<file path="src/rtl/pipe_stage_buf_pkg.sv">
// pipe_stage_buf_pkg: shared payload layouts, bubble constants and stall encodings
// for the inter-stage pipeline buffers.
`default_nettype none

package pipe_stage_buf_pkg;

  typedef enum logic {
    STALL_NOSTOP = 1'b0,
    STALL_STOP   = 1'b1
  } stall_e;

  // ID/EX payload: aluop | alusel | reg1 | reg2 | waddr | wreg
  localparam int unsigned c_IDEX_W       = 81;
  localparam int unsigned c_IDEX_WREG_LO  = 0;
  localparam int unsigned c_IDEX_WADDR_LO = 1;
  localparam int unsigned c_IDEX_REG2_LO  = 6;
  localparam int unsigned c_IDEX_REG1_LO  = 38;
  localparam int unsigned c_IDEX_ALUSEL_LO = 70;
  localparam int unsigned c_IDEX_ALUOP_LO = 73;

  // EX/MEM payload: waddr | wdata | wreg | aluop | mem_addr | reg2
  localparam int unsigned c_EXMEM_W          = 110;
  localparam int unsigned c_EXMEM_REG2_LO     = 0;
  localparam int unsigned c_EXMEM_MEM_ADDR_LO = 32;
  localparam int unsigned c_EXMEM_ALUOP_LO    = 64;
  localparam int unsigned c_EXMEM_WREG_LO     = 72;
  localparam int unsigned c_EXMEM_WDATA_LO    = 73;
  localparam int unsigned c_EXMEM_WADDR_LO    = 105;

  // MEM/WB payload: waddr | wdata | wreg
  localparam int unsigned c_MEMWB_W        = 38;
  localparam int unsigned c_MEMWB_WREG_LO  = 0;
  localparam int unsigned c_MEMWB_WDATA_LO = 1;
  localparam int unsigned c_MEMWB_WADDR_LO = 33;

  // Bubble payloads: an all-zero word decodes as "no register write, no memory op"
  localparam logic [c_IDEX_W-1:0]  c_NOP_IDEX  = '0;
  localparam logic [c_EXMEM_W-1:0] c_NOP_EXMEM = '0;
  localparam logic [c_MEMWB_W-1:0] c_NOP_MEMWB = '0;

  typedef struct packed {
    logic [4:0]  waddr;
    logic [31:0] wdata;
    logic        wreg;
    logic [7:0]  aluop;
    logic [31:0] mem_addr;
    logic [31:0] reg2;
  } exmem_t;

  function automatic logic [c_EXMEM_W-1:0] exmem_pack(input exmem_t f);
    logic [c_EXMEM_W-1:0] w;
    w = '0;
    w[c_EXMEM_REG2_LO     +: 32] = f.reg2;
    w[c_EXMEM_MEM_ADDR_LO +: 32] = f.mem_addr;
    w[c_EXMEM_ALUOP_LO    +: 8]  = f.aluop;
    w[c_EXMEM_WREG_LO]           = f.wreg;
    w[c_EXMEM_WDATA_LO    +: 32] = f.wdata;
    w[c_EXMEM_WADDR_LO    +: 5]  = f.waddr;
    return w;
  endfunction

  function automatic exmem_t exmem_unpack(input logic [c_EXMEM_W-1:0] w);
    exmem_t f;
    f.reg2     = w[c_EXMEM_REG2_LO     +: 32];
    f.mem_addr = w[c_EXMEM_MEM_ADDR_LO +: 32];
    f.aluop    = w[c_EXMEM_ALUOP_LO    +: 8];
    f.wreg     = w[c_EXMEM_WREG_LO];
    f.wdata    = w[c_EXMEM_WDATA_LO    +: 32];
    f.waddr    = w[c_EXMEM_WADDR_LO    +: 5];
    return f;
  endfunction

endpackage

`default_nettype wire

</file>
<file path="src/rtl/pipe_fifo_ctrl.sv">
// pipe_fifo_ctrl: pointer/level bookkeeping for the pipeline buffer; flush beats
// push and pop, ready/valid/stall derive from registered level only.
`default_nettype none

module pipe_fifo_ctrl
  import pipe_stage_buf_pkg::*;
#(
  parameter int DEPTH = 2,
  localparam int PTR_W = $clog2(DEPTH),
  localparam int LVL_W = PTR_W + 1
) (
  input  logic             clk,
  input  logic             rst,
  input  logic             flush,
  input  logic             in_valid,
  input  logic             out_ready,
  output logic             in_ready,
  output logic             out_valid,
  output logic             stall_req,
  output logic             wr_en,
  output logic [PTR_W-1:0] wr_ptr,
  output logic [PTR_W-1:0] rd_ptr,
  output logic [LVL_W-1:0] level
);

  localparam logic [LVL_W-1:0] c_FULL_LEVEL = LVL_W'(DEPTH);

  logic [PTR_W-1:0] r_wr_ptr;
  logic [PTR_W-1:0] r_rd_ptr;
  logic [LVL_W-1:0] r_level;
  logic [LVL_W-1:0] w_level_nxt;
  logic             w_full;
  logic             w_push;
  logic             w_pop;

  assign w_full = (r_level == c_FULL_LEVEL);
  assign w_push = in_valid & ~w_full;
  assign w_pop  = (r_level != '0) & out_ready;

  always_comb begin
    w_level_nxt = r_level;
    case ({w_push, w_pop})
      2'b10:   w_level_nxt = r_level + LVL_W'(1);
      2'b01:   w_level_nxt = r_level - LVL_W'(1);
      default: w_level_nxt = r_level;
    endcase
  end

  always_ff @(posedge clk or negedge rst) begin
    if (!rst) begin
      r_wr_ptr <= '0;
      r_rd_ptr <= '0;
      r_level  <= '0;
    end else if (flush) begin
      // Write pointer stays put so storage slots are simply reused after a kill
      r_rd_ptr <= r_wr_ptr;
      r_level  <= '0;
    end else begin
      if (w_push) r_wr_ptr <= r_wr_ptr + PTR_W'(1);
      if (w_pop)  r_rd_ptr <= r_rd_ptr + PTR_W'(1);
      r_level <= w_level_nxt;
    end
  end

  assign in_ready  = ~w_full;
  assign out_valid = (r_level != '0);
  assign stall_req = w_full ? STALL_STOP : STALL_NOSTOP;
  assign wr_en     = w_push & ~flush;
  assign wr_ptr    = r_wr_ptr;
  assign rd_ptr    = r_rd_ptr;
  assign level     = r_level;

endmodule

`default_nettype wire

</file>
<file path="src/rtl/pipe_stage_buf.sv">
// pipe_stage_buf: elastic valid/ready buffer between pipeline stages with bubble
// insertion, stall request and flush. PIPE_STAGE_PERF_EN adds stall/bubble counters.
`default_nettype none

module pipe_stage_buf
  import pipe_stage_buf_pkg::*;
#(
  parameter int                 DATA_W  = c_EXMEM_W,
  parameter int                 DEPTH   = 2,
  parameter logic [DATA_W-1:0]  NOP_VAL = '0,
  parameter int                 CNT_W   = 32
) (
  input  logic                   clk,
  input  logic                   rst,
  input  logic                   flush,
  input  logic                   in_valid,
  output logic                   in_ready,
  input  logic [DATA_W-1:0]      in_data,
  output logic                   out_valid,
  input  logic                   out_ready,
  output logic [DATA_W-1:0]      out_data,
  output logic                   stall_req,
  output logic [$clog2(DEPTH):0] level,
  output logic [CNT_W-1:0]       stall_cnt,
  output logic [CNT_W-1:0]       bubble_cnt
);

  localparam int c_PTR_W = $clog2(DEPTH);

  logic [DATA_W-1:0]  r_mem [DEPTH];
  logic               w_wr_en;
  logic [c_PTR_W-1:0] w_wr_ptr;
  logic [c_PTR_W-1:0] w_rd_ptr;
  logic               w_in_ready;
  logic               w_out_valid;

  pipe_fifo_ctrl #(
    .DEPTH (DEPTH)
  ) u_ctrl (
    .clk       (clk),
    .rst       (rst),
    .flush     (flush),
    .in_valid  (in_valid),
    .out_ready (out_ready),
    .in_ready  (w_in_ready),
    .out_valid (w_out_valid),
    .stall_req (stall_req),
    .wr_en     (w_wr_en),
    .wr_ptr    (w_wr_ptr),
    .rd_ptr    (w_rd_ptr),
    .level     (level)
  );

  // Storage is deliberately not reset; only slots behind a valid level are ever shown
  always_ff @(posedge clk) begin
    if (w_wr_en) r_mem[w_wr_ptr] <= in_data;
  end

  assign in_ready  = w_in_ready;
  assign out_valid = w_out_valid;
  assign out_data  = w_out_valid ? r_mem[w_rd_ptr] : NOP_VAL;

`ifdef PIPE_STAGE_PERF_EN
  logic [CNT_W-1:0] r_stall_cnt;
  logic [CNT_W-1:0] r_bubble_cnt;

  // Saturating counters; flush intentionally leaves them alone
  always_ff @(posedge clk or negedge rst) begin
    if (!rst) begin
      r_stall_cnt  <= '0;
      r_bubble_cnt <= '0;
    end else begin
      if (in_valid && !w_in_ready && (r_stall_cnt != '1))
        r_stall_cnt <= r_stall_cnt + CNT_W'(1);
      if (!w_out_valid && (r_bubble_cnt != '1))
        r_bubble_cnt <= r_bubble_cnt + CNT_W'(1);
    end
  end

  assign stall_cnt  = r_stall_cnt;
  assign bubble_cnt = r_bubble_cnt;
`else
  assign stall_cnt  = '0;
  assign bubble_cnt = '0;
`endif

endmodule

`default_nettype wire

</file>
<file path="config.mk">
export PLATFORM = sky130hd
export DESIGN_NAME = pipe_stage_buf
export DESIGN_NICKNAME = d
export VERILOG_FILES = /design/src/rtl/pipe_stage_buf_pkg.sv /design/src/rtl/pipe_fifo_ctrl.sv /design/src/rtl/pipe_stage_buf.sv
export SDC_FILE = /design/constraint.sdc
export NUM_CORES = 1
export LEC_CHECK = 0
export CAP_MARGIN = 10
export CORE_UTILIZATION = 60
export DETAILED_ROUTE_END_ITERATION = 10
export DONT_BUFFER_PORTS = 1
export GPL_TIMING_DRIVEN = 0
export PLACE_DENSITY = 0.76
export SETUP_SLACK_MARGIN = 0.2
export SLEW_MARGIN = 20
export SYNTH_ARGS = -nofsm -noshare
export SYNTH_HDL_FRONTEND = slang
export SYNTH_SLANG_ARGS = --single-unit
export TNS_END_PERCENT = 30
</file>
<file path="constraint.sdc">
create_clock -name clk -period 14.6 [get_ports clk]
set_input_delay 3.65 -clock clk [delete_from_list [all_inputs] [get_ports clk]]
set_output_delay 3.65 -clock clk [all_outputs]
set_load 0.02 [all_outputs]
</file>
==> impl_metrics.json <==
{
  "hold_violations": 0,
  "ys_ff_latch": 224,
  "p_leak_nw": 3.99,
  "layout_min_cycle_time_ns": 5.75,
  "wl_per_cell_um": 19.3,
  "max_stage_delay_ns": 0.59,
  "path_class": "flip-flop to output pin",
  "synth_xor_area_frac": 0.00194,
  "vdd_drop_max_mv": 0.108,
  "gr-max-usage-layer": "met2",
  "clockBufferDepth": 3,
  "cp_data_required_time_ns": 10.95,
  "p_per_area_nw_per_um2": 166,
  "crit_chain": "nor2_1 > buf_4 > buf_2 > nor2_1",
  "grt_pass1_vias": 4557,
  "die_area_um2": 15600,
  "setup_viol": 0,
  "finalCritPeriodShare": 0.394,
  "synth.avg_cell_area_um2": 16.2,
  "hp-class": "flip-flop to flip-flop",
  "tns_ns": 0,
  "postRouteAntennaNets": 0,
  "synthAdderAreaFrac": 0,
  "ys_types": 23,
  "critPathSlowestCell": "dfrtp_1",
  "met2_usage": 0.367,
  "synth_area_leader_cell": "edfxtp_1",
  "synth_top_family_by_area": "multiplexers",
  "rsz0062_at_grt": "false",
  "grt.overflow.total": 0,
  "finalNetCount": 767,
  "h-tree-depth": 1,
  "num_io_pins": 294,
  "skew_ns": 0.00790,
  "cts_setup_buffers": 0,
  "critPathMostFrequentCell": "nor2_1",
  "final-seq-area_um2": 6710,
  "root_buffer": "clkbuf_16",
  "fill_cells": 942,
  "worst_pin_slew_ns": 0.777,
  "cap_viol_max_count": 0,
  "ctsResizeCount": 0,
  "detail_route.iter0.violations": 358,
  "regToRegSetupSlack_ns": 11.85,
  "grt_use_met3": 0.0812,
  "r2r-end": "r_mem[1][70]$_DFFE_PP_",
  "end_kind": "output pin",
  "power_w": 0.00172,
  "placementRows": 44,
  "rr_worst_depth": 5,
  "initial_core_util": 0.617,
  "cts_buffers": 22,
  "drive_above_1_share": 0.193,
  "dp_slack_ns": 9.16,
  "ys_seq_area_frac": 0.742,
  "yosys.area.top_type_share": 0.731,
  "areaGrowthSynthToFinish_pct": 15.1,
  "worst_slack_ns": 8.85,
  "final_cell_mix": "220 x edfxtp_1, 111 x nor2_1, 111 x mux2i_1",
  "diodes": 0,
  "grt_antenna_before_repair": 0,
  "grt_first_pass_wirelength_um": 24600,
  "worstPathArrival_ns": 2.10,
  "cp_max_fo": 10,
  "relSlewSlack": 0.481,
  "critical_path.endpoint": "out_data[64]",
  "dp_hpwl_um": 11400,
  "dieWidth_um": 125,
  "drc": 46,
  "max_freq_mhz": 174,
  "vias": 4517,
  "synth_compound_area_frac": 0.00443,
  "slew_viol_final": 0,
  "violations": "DRC",
  "first_pass_iters": 8,
  "synth_cells": 557,
  "met1_usage": 0.228,
  "vias_per_cell": 5.30,
  "final_common_cell": "edfxtp_1",
  "cts_sinks": 224,
  "routabilityCongestion": 0.720,
  "clk_latency_ns": 0.48,
  "grt_max_degree": 28,
  "core_region_area_um2": 14600,
  "yosys_warnings": 0,
  "syn_area_um2": 9040,
  "startpoint": "u_ctrl.level[0]$_DFFE_PN0P_",
  "outcome": "finished with violations",
  "port_buffers": 0,
  "path_clk_slew_ns": 0.06,
  "chipHeight_um": 125,
  "cts_hold_buffers": 0,
  "r2r-start": "u_ctrl.level[0]$_DFFE_PN0P_",
  "cts_tree": "done",
  "grt_use_total": 0.208,
  "drt_wl_total_um": 16500,
  "final_util": 0.710,
  "synth-simple-area-share": 0.0512,
  "synth.area.top_cells": "edfxtp_1 73%, mux2i_1 12%, buf_4 5.6%",
  "start_kind": "flip-flop",
  "multi_input_area_um2": 1890,
  "synthMuxAreaShare": 0.123
}
[registers in the layout (all words and copies together), names as in the netlist]
| signal | count |
|---|---|
| u_ctrl.level | 2 |
| u_ctrl.wr_ptr | 1 |
| r_mem | 220 |
| u_ctrl.rd_ptr | 1 |
[synth_stat cells (all sizes together)]
| cell | count |
|---|---|
| a21o | 1 |
| a21oi | 3 |
| buf | 88 |
| clkbuf | 1 |
| conb | 1 |
| dfrtp | 4 |
| edfxtp | 220 |
| inv | 4 |
| mux2i | 111 |
| nand2 | 1 |
| nand2b | 1 |
| nand3b | 2 |
| nor2 | 113 |
| nor3b | 1 |
| o211ai | 1 |
| o21ai | 2 |
| or2 | 1 |
| xnor2 | 1 |
| xor2 | 1 |
[critical path, delay by kind of cell (launching register included)]
kind / cells / cell delay, ns
buf+inv: 2 / 0.43
simple gates: 2 / 0.58
flops: 1 / 0.59
[kinds of logic (layout without fill, tap and decap cells)]
family / after synthesis / after routing
other cells: 1 / 64
simple gates: 119 / 119
compound gates: 7 / 7
buf+inv: 93 / 141
xor+xnor: 2 / 2
flops: 224 / 224
mux: 111 / 111
[area by class of cell]
cell class,instances,area share
timing repair buffer,8,0.0197
multi-input combinational,303,0.181
tap,184,0.0221
clock buffer,26,0.0564
sequential,224,0.645
clock inverter,14,0.00866
buffer,89,0.0657
inverter,4,0.00144
[power by group]
part | internal [W] | switching [W] | total (W)
logic | 0.000148 | 0.000248 | 0.000396
registers | 0.000784 | 0.0000177 | 0.000802
clock network | 0.000304 | 0.000221 | 0.000525
[through the flow]
stage / area [um2] / hold WS (ns) / cells
after floorplan: 9280 / 0.488 / 620
after global placement: 9510 / 0.502 / 804
after detailed placement: 9730 / 0.570 / 812
after CTS: 10400 / 0.584 / 852
after global routing: 10400 / 0.596 / 852
final: 10400 / 0.586 / 852
[worst min path at each step]
stage                                          from                        end  slack [ns]  cells after the start
after CTS                 u_ctrl.wr_ptr$_DFFE_PN0P_  u_ctrl.wr_ptr$_DFFE_PN0P_        0.58                      1
after global routing      u_ctrl.wr_ptr$_DFFE_PN0P_  u_ctrl.wr_ptr$_DFFE_PN0P_        0.60                      1
after global placement    u_ctrl.wr_ptr$_DFFE_PN0P_  u_ctrl.wr_ptr$_DFFE_PN0P_        0.50                      1
after detailed placement  u_ctrl.wr_ptr$_DFFE_PN0P_  u_ctrl.wr_ptr$_DFFE_PN0P_        0.57                      1
final                     u_ctrl.wr_ptr$_DFFE_PN0P_  u_ctrl.wr_ptr$_DFFE_PN0P_        0.59                      1
after floorplan           u_ctrl.wr_ptr$_DFFE_PN0P_  u_ctrl.wr_ptr$_DFFE_PN0P_        0.49                      1
[routing by layer]
layer / share of wire / vias up / wire length (um)
li1: - / 2080 / -
met1: 0.34 / 2164 / 5650
met2: 0.51 / 231 / 8420
met3: 0.12 / 42 / 1900
met4: 0.030 / 0 / 501
met5: 0 / - / 0
Note: power is estimated with default switching activity, not from simulation.
